**config.mk**
```make
export PLATFORM = sky130hd
export DESIGN_NAME = uart_msg_rx_flat
export DESIGN_NICKNAME = d
export VERILOG_FILES = /design/src/rtl/uart_msg_rx_pkg.sv /design/src/rtl/uart_msg_rx_if.sv /design/src/rtl/uart_rx_byte.sv /design/src/rtl/uart_msg_rx.sv /design/src/flat_wrapper.sv
export SDC_FILE = /design/constraint.sdc
export NUM_CORES = 1
export LEC_CHECK = 0
export ABC_CLOCK_PERIOD_IN_PS = 1800
export CELL_PAD_IN_SITES_DETAIL_PLACEMENT = 1
export CELL_PAD_IN_SITES_GLOBAL_PLACEMENT = 2
export CORE_UTILIZATION = 31
export DETAILED_ROUTE_END_ITERATION = 7
export PLACE_DENSITY = 0.83
export SYNTH_ARGS = -nofsm -noshare
export SYNTH_HDL_FRONTEND = slang
export SYNTH_SLANG_ARGS = --single-unit
```
**constraint.sdc**
```tcl
create_clock -name clk -period 1.8 [get_ports clk]
set_input_delay 0.36 -clock clk [delete_from_list [all_inputs] [get_ports clk]]
set_output_delay 0.36 -clock clk [all_outputs]
set_load 0.01 [all_outputs]
```
**src/rtl/uart_msg_rx_pkg.sv**
```systemverilog
// Shared constants for the UART message receiver: byte FSM encodings, data width
// and the baud divider helper.
package uart_msg_rx_pkg;

    localparam int unsigned DataBits = 8;

    localparam logic [2:0] StIdle     = 3'd0;
    localparam logic [2:0] StStart    = 3'd1;
    localparam logic [2:0] StData     = 3'd2;
    localparam logic [2:0] StStop     = 3'd3;
    localparam logic [2:0] StWaitHigh = 3'd4;

    function automatic int unsigned uart_div(input int unsigned clk_hz, input int unsigned baud);
        return clk_hz / baud;
    endfunction

endpackage

```
**src/rtl/uart_msg_rx_if.sv**
```systemverilog
// Line and application-side signals of the UART message receiver.
// The slave modport is the receiver; master is the pad/application side.
interface uart_msg_rx_if #(
    parameter int unsigned MSG_LEN = 4
);
    logic                   rx;
    logic [8*MSG_LEN-1:0]   msg_flat;
    logic                   msg_valid;
    logic [7:0]             last_rx_byte;
    logic                   rcv;
    logic                   frame_err;
    logic                   timeout_err;

    modport master (
        output rx,
        input  msg_flat, msg_valid, last_rx_byte, rcv, frame_err, timeout_err
    );

    modport slave (
        input  rx,
        output msg_flat, msg_valid, last_rx_byte, rcv, frame_err, timeout_err
    );
endinterface

```
**src/rtl/uart_rx_byte.sv**
```systemverilog
// 8N1 byte receiver: rx synchroniser, bit FSM and baud counter.
// byte_ok_o/byte_bad_o are next-state strobes so the assembler can update in step with rcv_o.
module uart_rx_byte
    import uart_msg_rx_pkg::*;
#(
    parameter int unsigned DIV = 104
) (
    input  logic       clk,
    input  logic       rst,
    input  logic       rx_i,
    output logic       idle_o,
    output logic       start_o,
    output logic       byte_ok_o,
    output logic       byte_bad_o,
    output logic [7:0] data_o,
    output logic       rcv_o,
    output logic [7:0] last_rx_byte_o,
    output logic       frame_err_o
);
    localparam int unsigned CntW = $clog2(DIV) + 1;
    localparam logic [CntW-1:0] DivFull = CntW'(DIV);
    localparam logic [CntW-1:0] DivHalf = CntW'(DIV / 2);

    logic            rx_meta_q, rx_s_q;
    logic [2:0]      state_q, state_d;
    logic [CntW-1:0] cnt_q, cnt_d;
    logic [2:0]      bit_q, bit_d;
    logic [7:0]      shift_q, shift_d;
    logic [7:0]      byte_q, byte_d;
    logic            rcv_q, ferr_q;
    logic            ok, bad, tick;

    assign tick = (cnt_q == CntW'(1));

    always_comb begin
        state_d = state_q;
        cnt_d   = cnt_q;
        bit_d   = bit_q;
        shift_d = shift_q;
        byte_d  = byte_q;
        ok      = 1'b0;
        bad     = 1'b0;
        case (state_q)
            StIdle: begin
                if (!rx_s_q) begin
                    state_d = StStart;
                    cnt_d   = DivHalf;
                end
            end
            StStart: begin
                if (!tick) begin
                    cnt_d = cnt_q - CntW'(1);
                end else if (rx_s_q) begin
                    state_d = StIdle;
                end else begin
                    state_d = StData;
                    cnt_d   = DivFull;
                    bit_d   = 3'd0;
                end
            end
            StData: begin
                if (!tick) begin
                    cnt_d = cnt_q - CntW'(1);
                end else begin
                    shift_d = {rx_s_q, shift_q[7:1]};
                    cnt_d   = DivFull;
                    bit_d   = bit_q + 3'd1;
                    if (bit_q == 3'(DataBits - 1)) state_d = StStop;
                end
            end
            StStop: begin
                if (!tick) begin
                    cnt_d = cnt_q - CntW'(1);
                end else if (rx_s_q) begin
                    ok      = 1'b1;
                    byte_d  = shift_q;
                    state_d = StIdle;
                end else begin
                    bad     = 1'b1;
                    state_d = StWaitHigh;
                end
            end
            // A held-low line (break) must not retrigger a start.
            StWaitHigh: begin
                if (rx_s_q) state_d = StIdle;
            end
            default: state_d = StIdle;
        endcase
    end

    always_ff @(posedge clk) begin
        if (rst) begin
            rx_meta_q <= 1'b1;
            rx_s_q    <= 1'b1;
            state_q   <= StIdle;
            cnt_q     <= '0;
            bit_q     <= '0;
            shift_q   <= '0;
            byte_q    <= '0;
            rcv_q     <= 1'b0;
            ferr_q    <= 1'b0;
        end else begin
            rx_meta_q <= rx_i;
            rx_s_q    <= rx_meta_q;
            state_q   <= state_d;
            cnt_q     <= cnt_d;
            bit_q     <= bit_d;
            shift_q   <= shift_d;
            byte_q    <= byte_d;
            rcv_q     <= ok;
            ferr_q    <= bad;
        end
    end

    assign idle_o         = (state_q == StIdle);
    assign start_o        = (state_q == StIdle) && !rx_s_q;
    assign byte_ok_o      = ok;
    assign byte_bad_o     = bad;
    assign data_o         = shift_q;
    assign rcv_o          = rcv_q;
    assign last_rx_byte_o = byte_q;
    assign frame_err_o    = ferr_q;

endmodule

```
**src/rtl/uart_msg_rx.sv**
```systemverilog
// Fixed-length UART message receiver: assembles MSG_LEN good bytes into msg_flat,
// dropping partial messages on framing error or inter-byte timeout.
module uart_msg_rx
    import uart_msg_rx_pkg::*;
#(
    parameter int unsigned CLK_HZ       = 12000000,
    parameter int unsigned BAUD         = 115200,
    parameter int unsigned MSG_LEN      = 4,
    parameter int unsigned TIMEOUT_BITS = 20
) (
    input  logic          clk,
    input  logic          rst,
    uart_msg_rx_if.slave  bus
);
    localparam int unsigned DIV      = uart_div(CLK_HZ, BAUD);
    localparam int unsigned CntW     = (MSG_LEN > 1) ? $clog2(MSG_LEN) : 1;
    localparam int unsigned TmoLimit = TIMEOUT_BITS * DIV;
    localparam int unsigned TmoW     = $clog2(TmoLimit + 1);
    localparam int unsigned FlatW    = 8 * MSG_LEN;

    logic             idle, start, byte_ok, byte_bad;
    logic [7:0]       byte_data;
    logic             rcv, frame_err;
    logic [7:0]       last_byte;

    logic [CntW-1:0]  count_q, count_d;
    logic [FlatW-1:0] stage_q, stage_d, staged;
    logic [FlatW-1:0] flat_q, flat_d;
    logic             valid_q, valid_d;
    logic [TmoW-1:0]  tmo_cnt_q, tmo_cnt_d;
    logic             tmo_q, tmo_d;

    uart_rx_byte #(
        .DIV (DIV)
    ) u_byte (
        .clk            (clk),
        .rst            (rst),
        .rx_i           (bus.rx),
        .idle_o         (idle),
        .start_o        (start),
        .byte_ok_o      (byte_ok),
        .byte_bad_o     (byte_bad),
        .data_o         (byte_data),
        .rcv_o          (rcv),
        .last_rx_byte_o (last_byte),
        .frame_err_o    (frame_err)
    );

    always_comb begin
        staged = stage_q;
        for (int unsigned i = 0; i < MSG_LEN; i++) begin
            if (count_q == CntW'(i)) staged[8*(MSG_LEN-1-i) +: 8] = byte_data;
        end

        count_d   = count_q;
        stage_d   = stage_q;
        flat_d    = flat_q;
        valid_d   = 1'b0;
        tmo_cnt_d = tmo_cnt_q;
        tmo_d     = 1'b0;

        if (byte_ok) begin
            if (count_q == CntW'(MSG_LEN - 1)) begin
                flat_d  = staged;
                valid_d = 1'b1;
                count_d = '0;
                stage_d = '0;
            end else begin
                count_d = count_q + CntW'(1);
                stage_d = staged;
            end
        end else if (byte_bad) begin
            count_d = '0;
            stage_d = '0;
        end

        // Idle gap is only timed while a partial message is pending.
        if (start || !idle || count_q == '0) begin
            tmo_cnt_d = '0;
        end else if (tmo_cnt_q == TmoW'(TmoLimit - 1)) begin
            tmo_cnt_d = '0;
            tmo_d     = 1'b1;
            count_d   = '0;
            stage_d   = '0;
        end else begin
            tmo_cnt_d = tmo_cnt_q + TmoW'(1);
        end
    end

    always_ff @(posedge clk) begin
        if (rst) begin
            count_q   <= '0;
            stage_q   <= '0;
            flat_q    <= '0;
            valid_q   <= 1'b0;
            tmo_cnt_q <= '0;
            tmo_q     <= 1'b0;
        end else begin
            count_q   <= count_d;
            stage_q   <= stage_d;
            flat_q    <= flat_d;
            valid_q   <= valid_d;
            tmo_cnt_q <= tmo_cnt_d;
            tmo_q     <= tmo_d;
        end
    end

    assign bus.msg_flat     = flat_q;
    assign bus.msg_valid    = valid_q;
    assign bus.last_rx_byte = last_byte;
    assign bus.rcv          = rcv;
    assign bus.frame_err    = frame_err;
    assign bus.timeout_err  = tmo_q;

endmodule

```
**src/flat_wrapper.sv**
```systemverilog
// flat-port wrapper written by rule: the top's interface ports become plain ports
module uart_msg_rx_flat import uart_msg_rx_pkg::*;
#(
    parameter int unsigned CLK_HZ       = 12000000,
    parameter int unsigned BAUD         = 115200,
    parameter int unsigned MSG_LEN      = 4,
    parameter int unsigned TIMEOUT_BITS = 20
)
  (clk, rst, bus_rx, bus_msg_flat, bus_msg_valid, bus_last_rx_byte, bus_rcv, bus_frame_err, bus_timeout_err);
  uart_msg_rx_if #(.MSG_LEN(MSG_LEN)) bus_i ();
  input  logic clk;
  input  logic rst;
  input wire logic [$bits(bus_i.rx)-1:0] bus_rx;
  output wire logic [$bits(bus_i.msg_flat)-1:0] bus_msg_flat;
  output wire logic [$bits(bus_i.msg_valid)-1:0] bus_msg_valid;
  output wire logic [$bits(bus_i.last_rx_byte)-1:0] bus_last_rx_byte;
  output wire logic [$bits(bus_i.rcv)-1:0] bus_rcv;
  output wire logic [$bits(bus_i.frame_err)-1:0] bus_frame_err;
  output wire logic [$bits(bus_i.timeout_err)-1:0] bus_timeout_err;
  assign bus_i.rx = bus_rx;
  assign bus_msg_flat = bus_i.msg_flat;
  assign bus_msg_valid = bus_i.msg_valid;
  assign bus_last_rx_byte = bus_i.last_rx_byte;
  assign bus_rcv = bus_i.rcv;
  assign bus_frame_err = bus_i.frame_err;
  assign bus_timeout_err = bus_i.timeout_err;
  uart_msg_rx #(.CLK_HZ(CLK_HZ), .BAUD(BAUD), .MSG_LEN(MSG_LEN), .TIMEOUT_BITS(TIMEOUT_BITS)) u_core (.clk(clk), .rst(rst), .bus(bus_i));
endmodule
```
---- Word-level counts from Yosys, hierarchy flattened ----
Cells that the tools add are included.
storage, ports and cells
  bits in registers ....................... 114
  logic and storage cells ................. 98
operators by class
  $add $sub $neg .......................... 4
  eq/ne operators ......................... 19
  multiplexer cells ....................... 41
  bitwise logic cells ..................... 1
  reductions and logical operators ........ 18
operator list
  cell                   count
  $mux 32                5
  $mux 8                 9
  $pmux 8 s4             1
  $mux 3                 10
  $ne 2x2->1 const B     8
  $pmux 3 s5             1
  $add 12x1->12 const B  1
  $eq 12x12->1 const B   1
  $mux 2                 6
  $eq 8x1->1 const B     1
  $mux 1                 8
  $reduce_and 4->1       2
  $sub 8x1->8 const B    1
  $eq 3x2->1 const B     2
  $eq 3x3->1 const B     2
  $pmux 3 s2             1
  $reduce_and 6->1       1
  $eq 2x2->1 const B     2
  $reduce_and 2->1       2
  $reduce_bool 4->1      1
  $reduce_or 2->1        2
  $add 3x1->3 const B    1
  $eq 3x1->1 const B     1
  $logic_not 3->1        1
  other kinds (11)       13

---- Logic depth before layout (Yosys ltp) ----
Gate-level depths: netlist of run 1.
  depth after elaboration ................. 7
  depth in mapped cells ................... 9
  gate-level depth less buffers ........... 7

---- Cells and area by module ----
Synthesis of run 1 repeated with hierarchy kept, for this count alone.
second synthesis, totals
  cell total of the unflattened synthesis .. 505
  area, all modules ....................... 4604.4 sq um
modules (own cells, without submodules)
  module        instances  cells each  area each (sq um)
  uart_msg_rx   1          342         3070.4
  uart_rx_byte  1          163         1534.0

---- Worst setup path before layout of run 1 ----
OpenSTA, ideal clock, no wires.
  path kind ............................... register -> register
  start ................................... register u_core.u_byte.cnt_q[0]
  end ..................................... register u_core.u_byte.cnt_q[7]
  arrival time ............................ 1.814 ns
  data required time ...................... 1.669 ns
  setup slack ............................. -0.145 ns
  stages on the path, launching flop included .. 7
  buffers on the path ..................... 1
  period minus slack after synthesis ...... 1.945 ns
  path through ............................ dfxtp_1 > ha_1 > or4b_4 > or4_1 > buf_2 > o311ai_1 > nor3_1
on the way
  word-level cells in the longest chain between the ends .. 3
RTL lines
  what                                            line                 source
  start: declaration                              uart_rx_byte.sv:26   logic [CntW-1:0] cnt_q, cnt_d;
  start signal: assignment                        uart_rx_byte.sv:106  cnt_q <= cnt_d;
  $sub 8x1->8 or $eq 8x1->1 (tied branches)       n/a
  $mux 8 (tied with other cells)                  uart_rx_byte.sv:72   if (!tick) begin
  $pmux 8 s4 or $reduce_and 4->1 (tied branches)  n/a
Several ways; a longest one is shown, not always the timed one. The select of a mux whose other input is x is not followed.
A chain may end at the register's enable or synchronous reset.

---- Worst setup path after layout of run 1 ----
  start ................................... register u_core.u_byte.cnt_q[1]
  end ..................................... register u_core.u_byte.cnt_q[5]
Same word-level chain as after synthesis.

==> results of run 1 <==
sequential cells by signal, indices dropped and copies added, names as in the netlist:
signal,count
u_core.bus.msg_valid,1
u_core.u_byte.rx_s_q,1
u_core.u_byte.rx_meta_q,1
u_core.stage_q,24
u_core.bus.msg_flat,32
u_core.bus.timeout_err,1
u_core.tmo_cnt_q,12
u_core.u_byte.data_o,8
u_core.u_byte.cnt_q,8
u_core.u_byte.last_rx_byte_o,8
u_core.u_byte.bit_q,3
u_core.u_byte.frame_err_o,1
u_core.u_byte.state_q,3
u_core.count_q,2
u_core.u_byte.rcv_o,1
cells in the mapped netlist, types with 5 or more instances:
cell type	n
sky130_fd_sc_hd__mux2i_1	25
sky130_fd_sc_hd__a211oi_1	24
sky130_fd_sc_hd__inv_1	7
sky130_fd_sc_hd__buf_1	8
sky130_fd_sc_hd__dfxtp_1	106
sky130_fd_sc_hd__buf_2	12
sky130_fd_sc_hd__a22oi_1	27
sky130_fd_sc_hd__nor2_1	77
sky130_fd_sc_hd__o21ai_1	5
sky130_fd_sc_hd__nand3_1	15
sky130_fd_sc_hd__o21ai_0	7
sky130_fd_sc_hd__xnor2_1	5
sky130_fd_sc_hd__ha_1	9
sky130_fd_sc_hd__a21oi_1	36
sky130_fd_sc_hd__nor3_1	12
sky130_fd_sc_hd__and3_1	6
sky130_fd_sc_hd__nand2_1	60
sky130_fd_sc_hd__xor2_1	6
sky130_fd_sc_hd__clkbuf_1	18
final timing paths:
| path | from | endpoint | depth (start not counted) |
|---|---|---|---|
| min | rst | u_core.u_byte.state_q[2]$_SDFFE_PP0P_ | 3 |
| max reg2reg | u_core.u_byte.cnt_q[1]$_SDFFE_PP0P_ | u_core.u_byte.cnt_q[5]$_SDFFE_PP0P_ | 8 |
| min reg2reg | u_core.u_byte.rx_meta_q$_SDFF_PP1_ | u_core.u_byte.rx_s_q$_SDFF_PP1_ | 1 |
| max | u_core.u_byte.cnt_q[1]$_SDFFE_PP0P_ | u_core.u_byte.cnt_q[5]$_SDFFE_PP0P_ | 8 |
worst max-delay path: stages (launching register included):
cell,delay (ns)
sky130_fd_sc_hd__dfxtp_2,0.33
sky130_fd_sc_hd__inv_2,0.07
sky130_fd_sc_hd__ha_4,0.13
sky130_fd_sc_hd__or4b_4,0.50
sky130_fd_sc_hd__buf_4,0.17
sky130_fd_sc_hd__o21ai_4,0.20
sky130_fd_sc_hd__a31o_4,0.21
sky130_fd_sc_hd__a21oi_1,0.05
sky130_fd_sc_hd__o221a_1,0.23
final cells by class:
| type | instances | area, sq um | area share (%) |
|---|---|---|---|
| Multi-Input combinational cell | 355 | 2640 | 41.6 |
| Sequential cell | 106 | 2130 | 33.5 |
| Timing Repair Buffer | 105 | 1030 | 16.2 |
| Clock buffer | 11 | 233 | 3.67 |
| Tap cell | 180 | 225 | 3.55 |
| Clock inverter | 5 | 61.3 | 0.966 |
| Inverter | 7 | 26.3 | 0.414 |
where the power goes:
group	internal [mW]	leakage, nW	switching [mW]	total, mW
registers	2.36	0.856	0.0176	2.38
clock network	1.09	0.144	0.911	2.00
logic	0.168	1.14	0.222	0.391
total	3.62	2.14	1.15	4.78
logic make-up after synthesis:
logic type                 after synthesis
AOI/OAI and AO/OA                      113
xor gates and xnor gates                11
adders and majority gates                9
buffers and inverters                   46
DFF                                    106
muxes                                   25
and+or+nand+nor                        195
through the flow:
| step | std cells | cell area (sq um) | utilization, % |
|---|---|---|---|
| 6_report | 769 | 6340 | 45.7 |
| 5_1_grt | 769 | 6340 | 45.7 |
| 4_1_cts | 774 | 6060 | 43.7 |
| 3_5_place_dp | 744 | 5380 | 38.7 |
| 3_3_place_gp | 744 | 5380 | 38.7 |
| 2_1_floorplan | 505 | 4450 | - |
what timing repair did:
action                                  in CTS  in global routing
endpoints found under the setup margin      90                 99
buffers inserted                            11                  2
hold buffers                                 0                  0
cloned                                       3                  0
pin swaps                                   14                 44
resized for setup                           58                 78
metal layers:
metal,track usage (%),up-vias
li1,-,1929
met1,23.3,1970
met2,31.3,64
met3,2.82,14
met4,7.95,0
met5,0,-
==> run summary, run 1 <==
====================================================================================
Area fraction of the dominant cell type after synthesis ...............        48.1%
Max-cap check violation count .........................................            0
CP max FO .............................................................            4
Power per cell area ...................................................  753 nW/um^2
Peak ir drop on the vdd network .......................................     0.431 mV
Failing checks ........................................................ negative setup slack
Number of top-level pins ..............................................           47
Die height ............................................................  121 microns
DRT Wirelength ........................................................ 13100 microns
Leading cell types in the layout, fill and taps excluded .............. sky130_fd_sc_hd__dfxtp_1 (103), sky130_fd_sc_hd__nor2_1 (75), sky130_fd_sc_hd__clkdlybuf4s50_1 (45)
Final period utilization ..............................................         111%
Remaining DRCs ........................................................            0
Simple-Gate Fraction of Synth Area ....................................        20.1%
Cell type with the largest total area after synthesis ................. sky130_fd_sc_hd__dfxtp_1
Setup Total Neg Slack .................................................     -6.74 ns
Largest family of logic cells by synthesized area ..................... simple AND/OR/NAND/NOR gates
First-pass GRT wire length ............................................ 21100 microns
CTS tree ..............................................................         done
Insertion delay to the later sink of the worst-skew pair ..............      0.35 ns
Number of vias per cell after detailed routing ........................         5.17
Final ANT Viol Nets ...................................................            0
Endpoint kind of the worst setup timing path ..........................    flip-flop
CTS Buf Count .........................................................            9
Deepest level of the CTS H-tree .......................................            3
Post-Synth Adder-Cell Area ............................................        2.55%
Mapped Cells ..........................................................          505
Area grow syn2layout ..................................................        43.7%
Warning count from the yosys run ......................................            0
Design Power ..........................................................      4.78 mW
Transition at the pin with the smallest max-transition slack ..........     0.626 ns
Min-Delay Path Class ..................................................    in -> reg
Highest routing layer actually used ...................................         met4
Iteration-0 DRC count of the detailed router ..........................          123
Number of global-route vias before repair .............................         4152
Number of enable flip-flop cells after synthesis ......................            0
Count of final hold-check violations ..................................            0
Headroom to the max-slew limit ........................................        58.2%
Sequential cell area fraction in the yosys report .....................        48.1%
GRT Residual Overflow .................................................            0
Leakage Power .........................................................      2.14 nW
Initial core utilization ..............................................        31.8%
Register-to-Register Setup Slack ......................................     -0.19 ns
Routed length on met1 ................................................. 6010 microns
Clock-pin slew on the worst setup and hold paths ......................      0.07 ns
GRT Resource Usage Total ..............................................        18.5%
Worst hold margin .....................................................     0.361 ns
Routed met3 length ....................................................  305 microns
Gpl congestion ........................................................        0.821
Number of max-slew violations in the final report .....................            0
Commonest non-fill, non-tap cell in the layout ........................ sky130_fd_sc_hd__dfxtp_1
Number of antenna cells inserted ......................................            0
Net count after synthesis .............................................          517
Clock Skew ............................................................    0.0100 ns
Worst path arrival time ...............................................      2.23 ns
Tmin final ............................................................      1.99 ns
Via total after detailed routing ......................................         3977
Synthesis-stage register bit count ....................................          106
Count of distinct cell types in the synthesized netlist ...............           48
Final net count .......................................................          596
Share of flip-flops with an asynchronous set or reset after synthesis .           0%
Leading post-synthesis cells by cell area ............................. sky130_fd_sc_hd__dfxtp_1 (48%), sky130_fd_sc_hd__nor2_1 (6.5%), sky130_fd_sc_hd__mux2i_1 (5.7%)
Post-DR wirelength/cell ............................................... 17.1 microns
Maximum number of pins on one net before global-route repair ..........           40
Critical Path RT ......................................................      2.04 ns
Root buffer cell ...................................................... sky130_fd_sc_hd__clkbuf_16
Maximum clock rate ....................................................      502 MHz
Met2 layer wire length in the routed design ........................... 6600 microns
Initial antenna violation count .......................................            0
Worst-case clock buffer depth .........................................            2
Xor-xnor portion of the synthesized cell area .........................        2.18%
Per-instance average area after synthesis .............................   8.74 sq um
Most used DFF post-synth .............................................. sky130_fd_sc_hd__dfxtp_1
Number of sinks handled by clock tree synthesis .......................          106
Fraction of final layout cells sized beyond drive strength 1 ..........        30.1%
Number of rows created at floorplan ...................................           43
Cell area after technology mapping ....................................   4410 sq um
CP Class ..............................................................   reg -> reg
Run status ............................................................ complete, but fails checks
Core Footprint ........................................................  13900 sq um
Post-route worst setup slack ..........................................    -0.192 ns
Worst slack at placement ..............................................    -0.253 ns
Die ar. ...............................................................  14700 sq um
Kind of start point of the critical path ..............................    flip-flop
HPWL after detailed placement ......................................... 8490 microns
Detailed-router iteration count before antenna repair .................            6
Number of I/O port buffers ............................................           46
Setup repair after global routing missed its margin ...................         true
Fillers ...............................................................         1572
Horizontal extent of the die ..........................................  121 microns
Fraction of the mapped netlist area in compound gates .................        17.1%
Mux share of post-synthesis cell area .................................        5.67%
Final-report setup violation count ....................................           81
====================================================================================
Note: power is estimated with default switching activity, not from simulation.
==> run 2, diff against run 1 <==
- CORE_MARGIN: unset -> 4
- CTS_CLUSTER_SIZE: unset -> 25
==> run 2 against run 1 <==
Compared with the run above:
- the run still ends with negative setup slack left
- routed wire length increased by 8.3%
- first-iteration DRC count increased by 24%
- final area increased by 5.7%
- clock power decreased by 5%
- worst setup slack got worse by 0.053 ns
==> run summary, run 2 (synthesized netlist as in run 1, its figures left out) <==
===========================================================================
Gpl congestion ...............................................        0.836
Detailed-router iteration count before antenna repair ........            4
Insertion delay to the later sink of the worst-skew pair .....      0.35 ns
Maximum clock rate ...........................................      489 MHz
Max-cap check violation count ................................            0
Number of max-slew violations in the final report ............            0
Final period utilization .....................................         114%
Min-Delay Path Class .........................................    in -> reg
Run status ................................................... complete, but fails checks
Final ANT Viol Nets ..........................................            0
DRT Wirelength ............................................... 14200 microns
Number of cells on the worst reg-to-reg path .................            9
Leakage Power ................................................      2.37 nW
Setup Total Neg Slack ........................................    -12.16 ns
Peak ir drop on the vdd network ..............................     0.360 mV
Number of top-level pins .....................................           47
CP Class .....................................................   reg -> reg
Failing checks ............................................... negative setup slack
First-pass GRT wire length ................................... 22500 microns
HPWL after detailed placement ................................ 8630 microns
Horizontal extent of the die .................................  127 microns
Transition at the pin with the smallest max-transition slack .     0.677 ns
Worst path arrival time ......................................      2.34 ns
Number of global-route vias before repair ....................         4339
Initial core utilization .....................................        31.7%
GRT Resource Usage Total .....................................        17.4%
Number of I/O port buffers ...................................           46
Die ar. ......................................................  16200 sq um
GRT Residual Overflow ........................................            0
Worst slack at placement .....................................    -0.335 ns
Tmin final ...................................................      2.05 ns
Via total after detailed routing .............................         4096
Clock-pin slew on the worst setup and hold paths .............      0.07 ns
Deepest level of the CTS H-tree ..............................            3
Final-report setup violation count ...........................           87
Number of rows created at floorplan ..........................           43
Setup repair after global routing missed its margin ..........         true
Number of antenna cells inserted .............................            0
Area grow syn2layout .........................................        51.9%
Dpl cells ....................................................          741
Post-route worst setup slack .................................    -0.245 ns
Final Non-Filler Cells .......................................          780
Headroom to the max-slew limit ...............................        54.8%
Count of final hold-check violations .........................            0
Critical Path RT .............................................      2.09 ns
Commonest non-fill, non-tap cell in the layout ............... sky130_fd_sc_hd__dfxtp_1
Number of sinks handled by clock tree synthesis ..............          106
Maximum number of pins on one net before global-route repair .           44
Iteration-0 DRC count of the detailed router .................          153
Post-DR wirelength/cell ...................................... 18.2 microns
Quantity of hold-fixing buffers added after cts ..............            0
Flip-flop count of the largest register after layout .........           32
CP max FO ....................................................            8
Die height ...................................................  127 microns
Remaining DRCs ...............................................            0
CTS Buf Count ................................................            9
Min-Delay Path Depth .........................................            4
Endpoint kind of the worst setup timing path .................    flip-flop
Kind of start point of the critical path .....................    flip-flop
Core Footprint ...............................................  13900 sq um
Root buffer cell ............................................. sky130_fd_sc_hd__clkbuf_16
Power per cell area ..........................................  705 nW/um^2
Final net count ..............................................          608
Clock Skew ...................................................   0.00913 ns
Number of vias per cell after detailed routing ...............         5.25
CTS tree .....................................................         done
Initial antenna violation count ..............................            0
Leading cell types in the layout, fill and taps excluded ..... sky130_fd_sc_hd__dfxtp_1 (103), sky130_fd_sc_hd__nor2_1 (64), sky130_fd_sc_hd__buf_4 (47)
Fraction of final layout cells sized beyond drive strength 1 .        38.2%
Worst-case clock buffer depth ................................            2
===========================================================================
run 2: what timing repair did:
| item | in CTS | in global routing |
|---|---|---|
| pin swaps | 54 | 61 |
| resized for setup | 88 | 88 |
| setup buffers | 12 | 6 |
| cloned | 6 | 3 |
| endpoints found under the setup margin | 91 | 99 |
run 2: through the flow:
step                cell area, sq um  hold WS [ns]  power [mW]  utilization [%]
finish                          6710         0.413        4.72             48.1
global route                    6710         0.431        4.91             48.1
CTS                             6220         0.400        4.70             44.6
detailed placement              5370         0.400        2.77             38.5
global placement                5370         0.394        2.75             38.5
floorplan                       4450         0.389        2.62                -
run 2: cell type report:
| type | count | area [sq um] |
|---|---|---|
| inverter | 7 | 26.3 |
| clock buffer | 10 | 239 |
| timing repair buffer | 117 | 1230 |
| sequential | 106 | 2130 |
| clock inverter | 5 | 38.8 |
| multi-input combinational | 355 | 2820 |
| fill | 1496 | 7230 |
| tap | 180 | 225 |
run 2: metal layers:
metal	track usage (%)	wire length [microns]	vias to the layer above
li1	-	-	1951
met1	21.6	6380	2052
met2	29.8	7160	75
met3	2.88	443	18
met4	7.07	246	0
met5	0	0	-
run 2: report_power, final:
part	leakage (nW)	switching (mW)	total (mW)	internal [mW]
Clock	0.135	0.923	1.90	0.977
Sequential	0.856	0.0155	2.38	2.36
Combinational	1.38	0.250	0.445	0.195
Total	2.37	1.19	4.72	3.54
run 2: worst paths after layout:
check / slack [ns] / end / startpoint
max: -0.25 / u_core.stage_q[12]$_SDFF_PP0_ / u_core.u_byte.cnt_q[1]$_SDFFE_PP0P_
min: 0.41 / u_core.u_byte.cnt_q[6]$_SDFFE_PP0P_ / rst
max reg2reg: -0.25 / u_core.stage_q[12]$_SDFF_PP0_ / u_core.u_byte.cnt_q[1]$_SDFFE_PP0P_
min reg2reg: 0.42 / u_core.u_byte.rx_s_q$_SDFF_PP1_ / u_core.u_byte.rx_meta_q$_SDFF_PP1_
run 2: worst max-delay path, stage by stage, from the launching register on:
cell and delay (ns):
sky130_fd_sc_hd__dfxtp_2 0.33, sky130_fd_sc_hd__inv_2 0.07, sky130_fd_sc_hd__ha_4 0.12, sky130_fd_sc_hd__or4b_4 0.49, sky130_fd_sc_hd__nor3_4 0.25, sky130_fd_sc_hd__buf_12 0.15, sky130_fd_sc_hd__buf_6 0.10, sky130_fd_sc_hd__and3_4 0.27
sky130_fd_sc_hd__a22oi_2 0.07, sky130_fd_sc_hd__nor2_1 0.12
==> run 3, diff against run 2 <==
- ABC_CLOCK_PERIOD_IN_PS: 1800 -> 1700
- MAX_ROUTING_LAYER: unset -> met4
- clock period: 1.8 -> 1.7 ns (I/O delays scaled with it)
==> run 3 against run 2 <==
Compared with the run above:
- global-route usage rose by 0.64 points
- cell count fell by 0.77%
- critical endpoint is now u_core.stage_q[25]$_SDFF_PP0_
- the run still ends with negative setup slack left
- clock skew rose by 0.0011 ns
- sequential power rose by 6%
- critical path depth did not move
- largest cell class unchanged
- combinational power fell by 4.9%
==> run summary, run 3 (synthesized netlist as in run 1, its figures left out) <==
===========================================================================
Run status ................................................... complete, but fails checks
Failing checks ............................................... negative setup slack
Fillers ......................................................         1538
Detailed-router iteration count before antenna repair ........            4
Worst slack at placement .....................................    -0.391 ns
Post-DR wirelength/cell ...................................... 18.5 microns
GRT Residual Overflow ........................................            0
GRT Resource Usage Total .....................................        18.0%
Insertion delay to the later sink of the worst-skew pair .....      0.35 ns
DRT Wirelength ............................................... 14300 microns
Worst-case clock buffer depth ................................            2
Post-route worst setup slack .................................    -0.294 ns
Maximum clock rate ...........................................      501 MHz
Kind of start point of the critical path .....................    flip-flop
First-pass GRT wire length ................................... 22800 microns
Final core occ ...............................................        46.6%
Flip-flop count of the largest register after layout .........           32
Routed met3 length ...........................................  308 microns
Leading cell types in the layout, fill and taps excluded ..... sky130_fd_sc_hd__dfxtp_1 (101), sky130_fd_sc_hd__nor2_1 (61), sky130_fd_sc_hd__clkdlybuf4s50_1 (45), sky130_fd_sc_hd__buf_4 (45), sky130_fd_sc_hd__nand2_1 (41)
Core Footprint ...............................................  13900 sq um
Max-cap check violation count ................................            0
Number of global-route vias before repair ....................         4243
Number of I/O port buffers ...................................           46
Met2 layer wire length in the routed design .................. 7010 microns
Commonest non-fill, non-tap cell in the layout ............... sky130_fd_sc_hd__dfxtp_1
Number of vias per cell after detailed routing ...............         5.22
Highest routing layer actually used ..........................         met4
Fraction of final layout cells sized beyond drive strength 1 .        35.2%
Final net count ..............................................          602
CTS Buf Count ................................................            9
Clock-pin slew on the worst setup and hold paths .............      0.08 ns
Maximum number of pins on one net before global-route repair .           44
Setup Total Neg Slack ........................................    -18.50 ns
Worst hold margin ............................................     0.304 ns
Die height ...................................................  127 microns
Clock Skew ...................................................    0.0102 ns
CP max FO ....................................................            8
Horizontal extent of the die .................................  127 microns
Initial core utilization .....................................        31.7%
Number of antenna cells inserted .............................            0
Setup repair after global routing missed its margin ..........         true
Number of rows created at floorplan ..........................           43
Critical Path RT .............................................      1.95 ns
Count of final hold-check violations .........................            0
Final ANT Viol Nets ..........................................            0
Remaining DRCs ...............................................            0
Area grow syn2layout .........................................        47.3%
Root buffer cell ............................................. sky130_fd_sc_hd__clkbuf_16
Final-report setup violation count ...........................           91
Number of top-level pins .....................................           47
Final Non-Filler Cells .......................................          774
Via total after detailed routing .............................         4044
Routed length on met1 ........................................ 6890 microns
CP Class .....................................................   reg -> reg
Tmin final ...................................................      1.99 ns
Quantity of hold-fixing buffers added after cts ..............            0
Number of max-slew violations in the final report ............            0
Worst path arrival time ......................................      2.24 ns
Final period utilization .....................................         117%
Deepest level of the CTS H-tree ..............................            3
Headroom to the max-slew limit ...............................        56.7%
Peak ir drop on the vdd network ..............................     0.434 mV
Min-Delay Path Class .........................................    in -> reg
Number of sinks handled by clock tree synthesis ..............          106
CTS tree .....................................................         done
Iteration-0 DRC count of the detailed router .................          215
Transition at the pin with the smallest max-transition slack .     0.648 ns
Leakage Power ................................................      2.32 nW
HPWL after detailed placement ................................ 8420 microns
Power per cell area ..........................................  758 nW/um^2
Initial antenna violation count ..............................            0
Die ar. ......................................................  16200 sq um
Dpl cells ....................................................          737
Gpl congestion ...............................................        0.839
Endpoint kind of the worst setup timing path .................    flip-flop
===========================================================================
==> run 3: cell count changes in the layout (fill, tap and decap cells not counted), moves of 6 or more <==
cell                      previous run  this run
sky130_fd_sc_hd__nor2_2             11         1
sky130_fd_sc_hd__a21oi_1            19        27
sky130_fd_sc_hd__a22oi_2            26        20
sky130_fd_sc_hd__nor2_4              3        16
sky130_fd_sc_hd__nand2_1            35        41
sky130_fd_sc_hd__a21oi_2            17         9
sky130_fd_sc_hd__a22oi_1             1         7
==> run 3: final timing paths <==
check                                            from                                   to  slack, ns  depth (start not counted)
setup / recovery  u_core.u_byte.cnt_q[1]$_SDFFE_PP0P_        u_core.stage_q[25]$_SDFF_PP0_      -0.29                          9
hold / removal                                    rst  u_core.u_byte.cnt_q[1]$_SDFFE_PP0P_       0.30                          2
setup reg to reg  u_core.u_byte.cnt_q[1]$_SDFFE_PP0P_        u_core.stage_q[25]$_SDFF_PP0_      -0.29                          9
hold reg to reg    u_core.u_byte.rx_meta_q$_SDFF_PP1_      u_core.u_byte.rx_s_q$_SDFF_PP1_       0.42                          1
==> run 3: layer usage <==
layer | vias to the layer above | global-route usage [%]
met1 | 2059 | 23.8
met4 | 0 | 4.42
met2 | 43 | 28.5
li1 | 1933 | -
met3 | 9 | 3.64
met5 | - | -
==> run 3: worst max-delay path, cell delays in order (launching register included) <==
cell                      delay, ns
sky130_fd_sc_hd__dfxtp_2       0.33
sky130_fd_sc_hd__inv_2         0.07
sky130_fd_sc_hd__ha_4          0.14
sky130_fd_sc_hd__or4b_4        0.53
sky130_fd_sc_hd__nor3_4        0.14
sky130_fd_sc_hd__buf_6         0.16
sky130_fd_sc_hd__buf_6         0.11
sky130_fd_sc_hd__o21ai_4       0.10
sky130_fd_sc_hd__a22oi_1       0.23
sky130_fd_sc_hd__nor2_1        0.07
==> run 3: repair_timing <==
| action | 4_1_cts | 5_1_grt |
|---|---|---|
| cloned | 7 | 2 |
| setup buffers | 16 | 4 |
| gates resized for setup | 111 | 55 |
| pin swaps | 36 | 35 |
| endpoints found under the setup margin | 100 | 104 |
==> run 3: report_power, final <==
part | internal, mW | switching, mW | total, mW
Sequential | 2.50 | 0.0174 | 2.52
Clock | 0.995 | 0.993 | 1.99
Combinational | 0.189 | 0.235 | 0.423
==> run 3: cell type report <==
type	instances	area (sq um)	share of cell area [%]
Tap cell	180	225	3.46
Timing Repair Buffer	111	1110	17.0
Clock inverter	6	43.8	0.674
Inverter	7	26.3	0.404
Multi-Input combinational cell	355	2740	42.2
Sequential cell	106	2130	32.8
Clock buffer	9	225	3.46
==> run 3: per-stage QoR <==
step	total power, mW	instance area, sq um
after global placement	2.91	5340
after floorplan	2.77	4470
final	4.93	6500
after detailed placement	2.92	5340
after CTS	4.95	6360
after global routing	5.08	6500
